`src/rtl/iob_regfile_2p_wr_arb_if.sv`:
```
// Requester-side and regfile-write-side bundle of the 2-port regfile write arbiter.
// Requesters drive the master modport; the arbiter sits on the slave modport.
interface iob_regfile_2p_wr_arb_if #(
  parameter int N_REQ   = 4,
  parameter int DATA_W  = 32,
  parameter int WADDR_W = 8,
  parameter int LEN_W   = 4
);
  localparam int WSTRB_W = DATA_W / 8;

  logic [N_REQ-1:0]         req_valid_i;
  logic [N_REQ-1:0]         req_ready_o;
  logic [N_REQ*WADDR_W-1:0] req_addr_i;
  logic [N_REQ*LEN_W-1:0]   req_len_i;
  logic [N_REQ*DATA_W-1:0]  req_wdata_i;
  logic [N_REQ*WSTRB_W-1:0] req_wstrb_i;
  logic [N_REQ-1:0]         grant_o;
  logic                     busy_o;
  logic                     wen_o;
  logic [WADDR_W-1:0]       waddr_o;
  logic [WSTRB_W-1:0]       wstrb_o;
  logic [DATA_W-1:0]        wdata_o;

  modport master (
    output req_valid_i, req_addr_i, req_len_i, req_wdata_i, req_wstrb_i,
    input  req_ready_o, grant_o, busy_o, wen_o, waddr_o, wstrb_o, wdata_o
  );

  modport slave (
    input  req_valid_i, req_addr_i, req_len_i, req_wdata_i, req_wstrb_i,
    output req_ready_o, grant_o, busy_o, wen_o, waddr_o, wstrb_o, wdata_o
  );
endinterface

```
`src/rtl/iob_regfile_2p_wr_arb.sv`:
```
// Round-robin arbiter sharing one regfile write port among N_REQ burst producers.
// A grant is locked for LEN+1 beats; write outputs are registered with an auto-incrementing address.
module iob_regfile_2p_wr_arb #(
  parameter int N_REQ   = 4,
  parameter int DATA_W  = 32,
  parameter int WADDR_W = 8,
  parameter int LEN_W   = 4,
  localparam int WSTRB_W = DATA_W / 8
) (
  input  logic                        clk_i,
  input  logic                        cke_i,
  input  logic                        arst_n_i,
  iob_regfile_2p_wr_arb_if.slave      bus
);
  localparam int IDX_W = (N_REQ > 1) ? $clog2(N_REQ) : 1;

  typedef enum logic {IDLE, BURST} state_t;

  state_t             state_q, state_d;
  logic [IDX_W-1:0]   prio_q, prio_d;
  logic [IDX_W-1:0]   owner_q, owner_d;
  logic [N_REQ-1:0]   grant_q, grant_d;
  logic [WADDR_W-1:0] base_q, base_d;
  logic [LEN_W-1:0]   remain_q, remain_d;
  logic [LEN_W-1:0]   beat_q, beat_d;
  logic               wen_q, wen_d;
  logic [WADDR_W-1:0] waddr_q, waddr_d;
  logic [WSTRB_W-1:0] wstrb_q, wstrb_d;
  logic [DATA_W-1:0]  wdata_q, wdata_d;

  logic               any_valid;
  logic [IDX_W-1:0]   pick;
  logic [IDX_W-1:0]   idx;

  // Scan from the farthest offset down so the valid requester closest to prio is kept last.
  always_comb begin
    any_valid = 1'b0;
    pick      = '0;
    idx       = '0;
    for (int k = N_REQ - 1; k >= 0; k--) begin
      idx = IDX_W'((32'(prio_q) + k) % N_REQ);
      if (bus.req_valid_i[idx]) begin
        any_valid = 1'b1;
        pick      = idx;
      end
    end
  end

  // NOTE: every signal driven here gets a default first, so no path can infer a latch.
  always_comb begin
    state_d  = state_q;
    prio_d   = prio_q;
    owner_d  = owner_q;
    grant_d  = grant_q;
    base_d   = base_q;
    remain_d = remain_q;
    beat_d   = beat_q;
    wen_d    = 1'b0;
    waddr_d  = waddr_q;
    wstrb_d  = wstrb_q;
    wdata_d  = wdata_q;

    case (state_q)
      IDLE: begin
        if (any_valid) begin
          state_d  = BURST;
          owner_d  = pick;
          grant_d  = N_REQ'(1) << pick;
          base_d   = bus.req_addr_i[pick*WADDR_W +: WADDR_W];
          remain_d = bus.req_len_i[pick*LEN_W +: LEN_W];
          beat_d   = '0;
        end
      end
      BURST: begin
        if (bus.req_valid_i[owner_q]) begin
          wen_d    = 1'b1;
          waddr_d  = base_q + WADDR_W'(beat_q) * WADDR_W'(WSTRB_W);
          wstrb_d  = bus.req_wstrb_i[owner_q*WSTRB_W +: WSTRB_W];
          wdata_d  = bus.req_wdata_i[owner_q*DATA_W +: DATA_W];
          beat_d   = beat_q + 1'b1;
          remain_d = remain_q - 1'b1;
          if (remain_q == '0) begin
            state_d = IDLE;
            grant_d = '0;
            prio_d  = (owner_q == IDX_W'(N_REQ - 1)) ? '0 : owner_q + 1'b1;
          end
        end
      end
      default: state_d = IDLE;
    endcase
  end

  // NOTE: registered state uses non-blocking assignments so all flops update together.
  always_ff @(posedge clk_i or negedge arst_n_i) begin
    if (!arst_n_i) begin
      state_q  <= IDLE;
      prio_q   <= '0;
      owner_q  <= '0;
      grant_q  <= '0;
      base_q   <= '0;
      remain_q <= '0;
      beat_q   <= '0;
      wen_q    <= 1'b0;
      waddr_q  <= '0;
      wstrb_q  <= '0;
      wdata_q  <= '0;
    end else if (cke_i) begin
      state_q  <= state_d;
      prio_q   <= prio_d;
      owner_q  <= owner_d;
      grant_q  <= grant_d;
      base_q   <= base_d;
      remain_q <= remain_d;
      beat_q   <= beat_d;
      wen_q    <= wen_d;
      waddr_q  <= waddr_d;
      wstrb_q  <= wstrb_d;
      wdata_q  <= wdata_d;
    end
  end

  // grant_q is zero outside BURST, so ready follows it directly even while cke_i is low.
  assign bus.req_ready_o = grant_q;
  assign bus.grant_o     = grant_q;
  assign bus.busy_o      = (state_q == BURST);
  assign bus.wen_o       = wen_q;
  assign bus.waddr_o     = waddr_q;
  assign bus.wstrb_o     = wstrb_q;
  assign bus.wdata_o     = wdata_q;
endmodule

```
`src/flat_wrapper.sv`:
```
// flat-port wrapper written by rule: the top's interface ports become plain ports
module iob_regfile_2p_wr_arb_flat 
#(
  parameter int N_REQ   = 4,
  parameter int DATA_W  = 32,
  parameter int WADDR_W = 8,
  parameter int LEN_W   = 4,
  localparam int WSTRB_W = DATA_W / 8
)
  (clk_i, cke_i, arst_n_i, bus_req_valid_i, bus_req_addr_i, bus_req_len_i, bus_req_wdata_i, bus_req_wstrb_i, bus_req_ready_o, bus_grant_o, bus_busy_o, bus_wen_o, bus_waddr_o, bus_wstrb_o, bus_wdata_o);
  iob_regfile_2p_wr_arb_if #(.N_REQ(N_REQ), .DATA_W(DATA_W), .WADDR_W(WADDR_W), .LEN_W(LEN_W)) bus_i ();
  input  logic clk_i;
  input  logic cke_i;
  input  logic arst_n_i;
  input wire logic [$bits(bus_i.req_valid_i)-1:0] bus_req_valid_i;
  input wire logic [$bits(bus_i.req_addr_i)-1:0] bus_req_addr_i;
  input wire logic [$bits(bus_i.req_len_i)-1:0] bus_req_len_i;
  input wire logic [$bits(bus_i.req_wdata_i)-1:0] bus_req_wdata_i;
  input wire logic [$bits(bus_i.req_wstrb_i)-1:0] bus_req_wstrb_i;
  output wire logic [$bits(bus_i.req_ready_o)-1:0] bus_req_ready_o;
  output wire logic [$bits(bus_i.grant_o)-1:0] bus_grant_o;
  output wire logic [$bits(bus_i.busy_o)-1:0] bus_busy_o;
  output wire logic [$bits(bus_i.wen_o)-1:0] bus_wen_o;
  output wire logic [$bits(bus_i.waddr_o)-1:0] bus_waddr_o;
  output wire logic [$bits(bus_i.wstrb_o)-1:0] bus_wstrb_o;
  output wire logic [$bits(bus_i.wdata_o)-1:0] bus_wdata_o;
  assign bus_i.req_valid_i = bus_req_valid_i;
  assign bus_i.req_addr_i = bus_req_addr_i;
  assign bus_i.req_len_i = bus_req_len_i;
  assign bus_i.req_wdata_i = bus_req_wdata_i;
  assign bus_i.req_wstrb_i = bus_req_wstrb_i;
  assign bus_req_ready_o = bus_i.req_ready_o;
  assign bus_grant_o = bus_i.grant_o;
  assign bus_busy_o = bus_i.busy_o;
  assign bus_wen_o = bus_i.wen_o;
  assign bus_waddr_o = bus_i.waddr_o;
  assign bus_wstrb_o = bus_i.wstrb_o;
  assign bus_wdata_o = bus_i.wdata_o;
  iob_regfile_2p_wr_arb #(.N_REQ(N_REQ), .DATA_W(DATA_W), .WADDR_W(WADDR_W), .LEN_W(LEN_W)) u_core (.clk_i(clk_i), .cke_i(cke_i), .arst_n_i(arst_n_i), .bus(bus_i));
endmodule
```
`config.mk`:
```
export PLATFORM = sky130hd
export DESIGN_NAME = iob_regfile_2p_wr_arb_flat
export DESIGN_NICKNAME = d
export VERILOG_FILES = /design/src/rtl/iob_regfile_2p_wr_arb_if.sv /design/src/rtl/iob_regfile_2p_wr_arb.sv /design/src/flat_wrapper.sv
export SDC_FILE = /design/constraint.sdc
export NUM_CORES = 1
export LEC_CHECK = 0
export CORE_UTILIZATION = 42
export CTS_CLUSTER_DIAMETER = 200
export DETAILED_ROUTE_END_ITERATION = 8
export GPL_ROUTABILITY_DRIVEN = 0
export PLACE_DENSITY = 0.94
export SLEW_MARGIN = 20
export SYNTH_ARGS = -nofsm -noshare
export SYNTH_HDL_FRONTEND = slang
export SYNTH_SLANG_ARGS = --single-unit
export TNS_END_PERCENT = 30
```
`constraint.sdc`:
```
create_clock -name clk_i -period 5 [get_ports clk_i]
set_clock_uncertainty 0.2 [all_clocks]
set_input_delay 0.5 -clock clk_i [delete_from_list [all_inputs] [get_ports clk_i]]
set_output_delay 0.5 -clock clk_i [all_outputs]
set_load 0.05 [all_outputs]
```
### After elaboration in Yosys (flattened, before gate mapping)

Cells that the tools add are included.

* flip-flop bits (word level): 70
* logic and storage cells: 74

* multiplexer cells: 35
* equality and inequality tests: 4
* bitwise gates (word level): 1
* magnitude comparators: 5
* reduce and logical (&&, ||, !) cells: 6
* $add $sub $neg: 7
* shifts and indexed selects: 5

Operators by type and width (number)
* 128-bit by 8-bit variable part select with 32-bit output: 1
* 16-bit by 5-bit variable part select with 4-bit output: 2
* 32-bit by 6-bit variable part select with 8-bit output: 1
* 4-bit 2-to-1 mux: 7
* 4-bit one-hot mux with 2 select lines: 3
* 2-bit by 3-bit < comparator with 1-bit output (second input constant): 5
* 1-bit 2-to-1 mux: 14
* 1-bit binary-select mux with 2-bit select: 5
* 2-bit 2-to-1 mux: 5
* 3-bit AND reduction: 3
* 8-bit by 6-bit adder with 8-bit output: 1
* 4-bit AND reduction: 2
* 2-bit by 1-bit adder with 2-bit output (second input constant): 2
* 2-bit adder (second input constant): 2
* 4-bit by 1-bit adder with 4-bit output (second input constant): 1
* 4-bit zero test: 1
* 2-bit inequality test (second input constant): 2
* 1-bit by 2-bit left shift with 4-bit output (first input constant): 1
* 4-bit by 1-bit subtractor with 4-bit output (second input constant): 1
* 2-bit equality test (second input constant): 1
* 2-bit by 1-bit inequality test with 1-bit output (second input constant): 1
* 1-bit one-hot mux with 2 select lines: 1
* 1-bit NOT: 1

### Logic depth before layout (Yosys ltp)

Gate-level depths: netlist of the first run.

* word-level depth: 10
* mapped depth: 9

### Worst setup path before layout of the first run

OpenSTA, ideal clock, no wires.

* kind: in2reg
* from: input port bus_req_valid_i[3]
* to: register u_core.wdata_q[0], in the netlist u_core.bus.wdata_o[0]
* stages: 6
* arrival: 1.840 ns
* slack: 2.835 ns
* library setup time: 0.125 ns
* path through: buf_6 -> or4_4 -> o21ai_4 -> nor3_4 -> buf_6 -> mux2_4

* word-level cells in the longest chain between the ends: 3

RTL lines
* start, declared: RTL line flat_wrapper.sv:15 `input wire logic [$bits(bus_i.req_valid_i)-1:0] bus_req_valid_i;`
* 1-bit binary-select mux with 2-bit select: RTL line iob_regfile_2p_wr_arb.sv:75 `if (bus.req_valid_i[owner_q]) begin`
* 1-bit 2-to-1 mux (not written as such): RTL line iob_regfile_2p_wr_arb.sv:75
* 3-bit AND reduction (no line)
* end signal, assigned: RTL line iob_regfile_2p_wr_arb.sv:118 `wdata_q <= wdata_d;`
* end, declared: RTL line iob_regfile_2p_wr_arb.sv:29 `logic [DATA_W-1:0] wdata_q, wdata_d;`

Every way passes these cells. The select of a mux whose other input is x is not followed.
A chain may end at the register's enable or synchronous reset.

### Final worst setup path of the first run

* from: input port bus_req_valid_i[0]
* to: register u_core.base_q[0]

* word-level cells in the longest chain between the ends: 7
* elaborated cells between the ends (all ways): 18
* those cells by class: shift: 1; mux: 16; reduce/logical: 1

RTL lines
* 1-bit binary-select mux with 2-bit select: RTL line iob_regfile_2p_wr_arb.sv:42 `if (bus.req_valid_i[idx]) begin`
* 1-bit 2-to-1 mux (not written as such): RTL line iob_regfile_2p_wr_arb.sv:42
* 2-bit 2-to-1 mux or 1-bit 2-to-1 mux (tied branches) (4 in a row): RTL line iob_regfile_2p_wr_arb.sv:42
* 32-bit by 6-bit variable part select with 8-bit output or 3-bit AND reduction (tied branches)
* end signal, assigned: RTL line iob_regfile_2p_wr_arb.sv:112 `base_q <= base_d;`
* end, declared: RTL line iob_regfile_2p_wr_arb.sv:23 `logic [WADDR_W-1:0] base_q, base_d;`

Several ways; a longest one is shown, not always the timed one. The select of a mux whose other input is x is not followed.

==> results of run 1 <==
[state kept, by name, summed over array words and instances (netlist names)]
register,count
u_core.base_q,8
u_core.beat_q,4
u_core.bus.busy_o,1
u_core.bus.grant_o,4
u_core.bus.waddr_o,8
u_core.bus.wdata_o,32
u_core.bus.wen_o,1
u_core.bus.wstrb_o,4
u_core.owner_q,2
u_core.prio_q,2
u_core.remain_q,4
[worst paths after layout]
check                                              start                                 to  cells past startpoint
max                                   bus_req_valid_i[0]       u_core.base_q[0]$_DFFE_PN0P_                      6
min                                             arst_n_i       u_core.bus.wen_o$_DFFE_PN0P_                      1
max reg2reg                u_core.owner_q[1]$_DFFE_PN0P_       u_core.beat_q[3]$_DFFE_PN0P_                      7
min reg2reg                 u_core.base_q[0]$_DFFE_PN0P_  u_core.bus.waddr_o[0]$_DFFE_PN0P_                      2
max in group asynchronous                       arst_n_i      u_core.owner_q[1]$_DFFE_PN0P_                      1
min in group clk_i          u_core.base_q[0]$_DFFE_PN0P_  u_core.bus.waddr_o[0]$_DFFE_PN0P_                      2
[worst max-delay path: cells and delay by family]
| kind | cells | cell delay, ns |
|---|---|---|
| buffers and inverters | 1 | 0.55 |
| AOI/OAI and AO/OA | 2 | 0.38 |
| and+or+nand+nor | 3 | 1.64 |
[routing by layer]
layer | up-vias | GRT usage, % | wire (um)
met2 | 189 | 46.9 | 7500
met3 | 34 | 5.63 | 1060
met1 | 1933 | 29.6 | 5250
li1 | 1767 | - | -
met4 | 0 | 12.0 | 490
met5 | - | 0 | 0
[power by group]
| group | internal [mW] | switching (mW) | total, mW |
|---|---|---|---|
| logic | 1.26 | 1.45 | 2.71 |
| clock network | 0.190 | 0.208 | 0.397 |
| registers | 0.840 | 0.264 | 1.10 |
| total | 2.29 | 1.92 | 4.21 |
[cell families after synthesis]
| family | after synthesis |
|---|---|
| multiplexers | 97 |
| AO/OA/AOI/OAI | 54 |
| flip-flops | 70 |
| XOR/XNOR | 6 |
| AND/OR/NAND/NOR | 68 |
| adder cells (fa/ha/maj) | 8 |
| buffers and inverters | 33 |
[final cells by class]
type                            count  area [um2]
Clock buffer                       11         141
Clock inverter                      4        23.8
Fill cell                         714        3150
Inverter                            7        26.3
Multi-Input combinational cell    233        2510
Sequential cell                    70        1750
Tap cell                          136         170
Timing Repair Buffer              255        2540
[synth_stat cells (3+ instances only)]
cell type / instances
clkbuf_1: 5
nand3_1: 10
a22oi_1: 5
dfrtp_1: 70
mux2_2: 10
mux4_2: 37
a21oi_1: 7
mux2i_1: 13
buf_2: 7
buf_4: 5
xor2_1: 5
a222oi_1: 3
mux2_4: 36
inv_1: 6
ha_1: 7
nand2_1: 35
nand4_1: 3
nor2_1: 7
a21boi_0: 3
buf_6: 8
o21ai_0: 12
o31ai_1: 7
a21o_1: 4
==> impl_results.md, run 1 <==
* PnR worst setup slack at 1.89 ns
* Final wirelength at 14,300 um
* Pleak at 2.95 nW
* CTS max path bufs at 2
* Synth area leaders: dfrtp_1 39%, mux4_2 19%, mux2_4 12%, nand2_1 2.9%, mux2i_1 2.9%
* Core area at 10,300 um2
* Die ar. at 11,100 um2
* Pwr dens at 587 nW/um2
* Yosys reg bits at 70
* Post-cts repair resize count at 0
* Row Count at 37
* Seq/Total Area, Yosys at 39.1%
* TritonCTS Sinks at 70
* Finished Core Util at 69.5%
* Max incr delay on CP at 0.66 ns
* Setup bufs post-CTS at 0
* Final hold violations at 0
* Via count at 3,923
* Max Cap Viol at 0
* Clk Latency, worst-skew pair at 0.33 ns
* Mapped Cells at 336
* Placed Area at 7010 um2
* Synth-to-Final Area Change at 60.2%
* Share of layout cells above drive strength 1 at 19.0%
* Number of synthesized flops with an enable pin at 0
* Setup Crit Path Kind: in -> reg
* Slowest-stage cell, CP: nand3_1
* H-Tree Depth at 3
* Yosys cell types at 49
* Syn Nets at 543
* Crit path time final at 3.11 ns
* Commonest cells after routing, fill and taps aside: 251 x clkdlybuf4s50_1, 68 x dfrtp_1, 37 x mux4_2, 36 x mux2_4, 35 x nand2_1
* # setup viols final at 0
* DP Worst Slack at 1.63 ns
* Die Ht at 105 um
* Largest family of logic cells by synthesized area: multiplexers
* CP Launch Type: input port
* Top cell type's share of synthesized area at 39.1%
* DP HPWL at 11,200 um
* Tot Pwr at 4.21 mW
* Layout Nets at 783
* Synth Area in Simple Gates at 7.60%
* ANT cells at 0
* GRT overflow at 0
* RSZ-0062 raised after global routing: no
* Fin area at 7170 um2
* Routed Antenna Nets at 0
* Fin Setup TNS at 0 ns
* Slew Limit Fails at 0
* Initial drt markers at 261
* Mapped Avg Cell Area at 13.3 um2
* Area share of fa/ha/maj cells after synthesis at 2.40%
* Num CTS Buffers at 9
* Max Fclk at 322 MHz
* Yosys warning total at 0
* Status: finished clean
* Initial antenna violation count at 0
* Synth area leader: dfrtp_1
* CTS tree: yes
* WP data required at 4.96 ns
* Largest net degree at the start of global routing at 71
* Root Driver: clkbuf_8
* DRT Pass-1 Iters at 7
* First-pass GRT wire length at 22,100 um
* Async set-reset flop share out of synthesis at 100%
* Synth Cell Area at 4480 um2
* Drt drc at 0
* CTS hold repair buffers at 0
* Complex-gate fraction of the synthesized area at 8.63%
* Placed cell count at 701
* Die W at 105 um
* Worst hold path class: in -> async
* Worst-case vdd ir drop at 344 uV
* Crit path cell chain: clkdlybuf4s50_1, or4_4, nand3_1, nor2_1, a22oi_1, o31ai_1
* Crit end category: flop
* CP max FO at 25
* Slew HR at 37.7%
* Synth Area in XOR/XNOR at 1.17%
* Per-cell routed wire length at 20.0 um
* Post-DR vias/cell at 5.48
* GRT Overall Usage at 26.1%
* Vias in the first global route at 4,238
* Worst-margin pin slew at 0.933 ns
* I/O pin total at 253
* Commonest non-fill, non-tap cell in the layout: clkdlybuf4s50_1
* Main synth FF type: dfrtp_1
* Critical Path AT at 3.07 ns
* Clock transition at the registers of the reported paths at 0.07 ns
* Fin cells at 716
* Crit share post-route at 62.1%
* Fin Hold WS at 0.0675 ns
* Starting Density at 43.4%
* Mux share of post-synthesis cell area at 36.4%
* I/O Buffers at 252
* FF-to-FF setup slack at 1.94 ns
(Power assumes the default switching activity.)
==> inputs of run 2 (changes only) <==
--- a/config.mk
+++ b/config.mk
@@ -5,11 +5,11 @@
 export SDC_FILE = /design/constraint.sdc
 export NUM_CORES = 1
 export LEC_CHECK = 0
-export CORE_UTILIZATION = 42
+export CORE_UTILIZATION = 39
 export CTS_CLUSTER_DIAMETER = 200
 export DETAILED_ROUTE_END_ITERATION = 8
 export GPL_ROUTABILITY_DRIVEN = 0
-export PLACE_DENSITY = 0.94
+export PLACE_DENSITY = 0.89
 export SLEW_MARGIN = 20
 export SYNTH_ARGS = -nofsm -noshare
 export SYNTH_HDL_FRONTEND = slang
==> constraint.sdc (replaced) <==
create_clock -name clk_i -period 3 [get_ports clk_i]
set_clock_uncertainty 0.2 [all_clocks]
set_input_delay 0.3 -clock clk_i [delete_from_list [all_inputs] [get_ports clk_i]]
set_output_delay 0.3 -clock clk_i [all_outputs]
set_load 0.05 [all_outputs]
==> run 2 against run 1 <==
First-iteration DRC count shrank 71%. Combinational power grew 71%. Global-route usage shrank 3.7 points. Clock power grew to 2.7 times the previous value. Worst setup slack lost 1.4 ns.
==> impl_results.md, run 2 (same netlist as run 1, synthesis figures left out) <==
* Fin Setup TNS at 0 ns (unchanged)
* Initial drt markers at 76 (was 261)
* Vias in the first global route at 4,182 (was 4,238)
* Clock transition at the registers of the reported paths at 0.06 ns (was 0.07 ns)
* Final hold violations at 0 (unchanged)
* Slew Limit Fails at 0 (unchanged)
* Layout Nets at 792 (was 783)
* Drt drc at 0 (unchanged)
* GRT Overall Usage at 22.5% (was 26.1%)
* Status: finished clean (unchanged)
* DRT Pass-1 Iters at 4 (was 7)
* CP startpoint: bus_req_valid_i[0] (unchanged)
* GRT overflow at 0 (unchanged)
* # setup viols final at 0 (unchanged)
* Clk Latency, worst-skew pair at 0.32 ns (was 0.33 ns)
* Worst r2r path cells at 7 (unchanged)
* Setup Crit Path Kind: in -> reg (unchanged)
* First-pass GRT wire length at 20,200 um (was 22,100 um)
* Core area at 11,000 um2 (was 10,300 um2)
* Crit share post-route at 82.6%
* Starting Density at 40.6% (was 43.4%)
* CTS max path bufs at 2 (unchanged)
* DP Worst Slack at 0.206 ns (was 1.63 ns)
* Commonest non-fill, non-tap cell in the layout: clkdlybuf4s50_1 (unchanged)
* Crit path time final at 2.48 ns
* Max Fclk at 404 MHz
* Commonest cells after routing, fill and taps aside: 251 x clkdlybuf4s50_1, 68 x dfrtp_1, 37 x mux4_2, 36 x mux2_4, 35 x nand2_1 (unchanged)
* Max Cap Viol at 0 (unchanged)
* CP max FO at 13 (was 25)
* DP HPWL at 10,600 um (was 11,200 um)
* Tot Pwr at 7.44 mW (was 4.21 mW)
* Hold Crit Start: u_core.bus.waddr_o[2]$_DFFE_PN0P_
* CTS tree: yes (unchanged)
* Crit end category: flop (unchanged)
* Largest net degree at the start of global routing at 71 (unchanged)
* Max reg flops at 32 (unchanged)
* Worst Hold Depth at 2
* Worst-margin pin slew at 0.889 ns (was 0.933 ns)
* PnR worst setup slack at 0.523 ns (was 1.89 ns)
* RSZ-0062 raised after global routing: no (unchanged)
* Final wirelength at 13,500 um (was 14,300 um)
* I/O Buffers at 252 (unchanged)
* Critical Path AT at 2.48 ns (was 3.07 ns)
* ANT cells at 0 (unchanged)
* Placed cell count at 713 (was 701)
* FF-to-FF setup slack at 0.58 ns (was 1.94 ns)
* Post-DR vias/cell at 5.37 (was 5.48)
* Per-cell routed wire length at 18.5 um (was 20.0 um)
* H-Tree Depth at 3 (unchanged)
* Pleak at 3.06 nW (was 2.95 nW)
* CP Launch Type: input port (unchanged)
* Slew HR at 40.7% (was 37.7%)
* Die Ht at 109 um (was 105 um)
* WP data required at 3.00 ns (was 4.96 ns)
* Worst-case vdd ir drop at 575 uV (was 344 uV)
* Share of layout cells above drive strength 1 at 20.3% (was 19.0%)
* Pwr dens at 1000 nW/um2 (was 587 nW/um2)
* Num CTS Buffers at 9 (unchanged)
* End point of the critical path: u_core.bus.wdata_o[30]$_DFFE_PN0P_ (was u_core.base_q[0]$_DFFE_PN0P_)
* Reg-to-Reg End: u_core.base_q[1]$_DFFE_PN0P_ (was u_core.beat_q[3]$_DFFE_PN0P_)
* Initial antenna violation count at 0 (unchanged)
* Routed Antenna Nets at 0 (unchanged)
* Worst hold path class: reg -> reg (was in -> async)
* Row Count at 38 (was 37)
* I/O pin total at 253 (unchanged)
* Die W at 109 um (was 105 um)
* Via count at 3,922 (was 3,923)
* Synth-to-Final Area Change at 65.3% (was 60.2%)
* Fin cells at 730 (was 716)
* Die ar. at 11,900 um2 (was 11,100 um2)
* TritonCTS Sinks at 70 (unchanged)
* Reg2Reg Launch Point: u_core.prio_q[1]$_DFFE_PN0P_ (was u_core.owner_q[1]$_DFFE_PN0P_)
* Root Driver: clkbuf_16 (was clkbuf_8)
-- run 2: cell count changes in the layout (fill, tap and decap cells not counted), sizes merged --
cell         previous run  this run
dlygate4sd3             0         1
buf                     4        12
clkinv                  4         3
clkbuf                 11        10
clkinvlp                0         1
bufinv                  0         1
inv                     7         8
-- run 2: power breakdown --
part / switching, mW / total, mW / internal (mW)
clock network: 0.403 / 1.07 / 0.670
registers: 0.320 / 1.72 / 1.40
logic: 2.50 / 4.64 / 2.15
-- run 2: repair_timing --
| item | 4_1_cts | 5_1_grt |
|---|---|---|
| buffers inserted | 0 | 0 |
| hold endpoints to repair | 70 | 0 |
| resized for setup | 0 | 0 |
| hold buffers | 1 | 0 |
-- run 2: worst min path at each step --
| stage | slack [ns] | to |
|---|---|---|
| after detailed placement | 0.27 | u_core.bus.waddr_o[2]$_DFFE_PN0P_ |
| after global routing | 0.29 | u_core.bus.waddr_o[2]$_DFFE_PN0P_ |
| after CTS | 0.28 | u_core.bus.waddr_o[2]$_DFFE_PN0P_ |
| final | 0.27 | u_core.bus.waddr_o[2]$_DFFE_PN0P_ |
| after global placement | 0.25 | u_core.bus.wstrb_o[2]$_DFFE_PN0P_ |
| after floorplan | -0.20 | u_core.base_q[0]$_DFFE_PN0P_ |
-- run 2: area by class of cell --
cell class,count,area [um2]
sequential,70,1750
tap,140,175
clock buffer,10,239
multi-input combinational,233,2510
clock inverter,6,68.8
fill,806,3630
inverter,7,26.3
timing repair buffer,264,2630
-- run 2: routing by layer --
metal	track usage, %	vias to the layer above	part of all wire (%)
met3	5.92	25	8.6
met5	0	-	0
met4	8.11	0	2.5
li1	-	1787	-
met1	23.7	1924	36
met2	42.4	186	53
-- run 2: worst max-delay path, cell delays in order --
cell	delay [ns]
clkdlybuf4s50_1	0.62
mux4_2	0.34
inv_2	0.07
nor3_4	0.44
buf_4	0.36
mux2_4	0.33
-- run 2: metrics by stage --
stage,cell area [um2],hold WS [ns],utilization (%)
after global placement,7090,0.251,64.2
final,7400,0.272,67.1
after detailed placement,7090,0.266,64.2
after global routing,7400,0.289,67.1
after CTS,7400,0.281,67.1
after floorplan,4480,-0.196,-
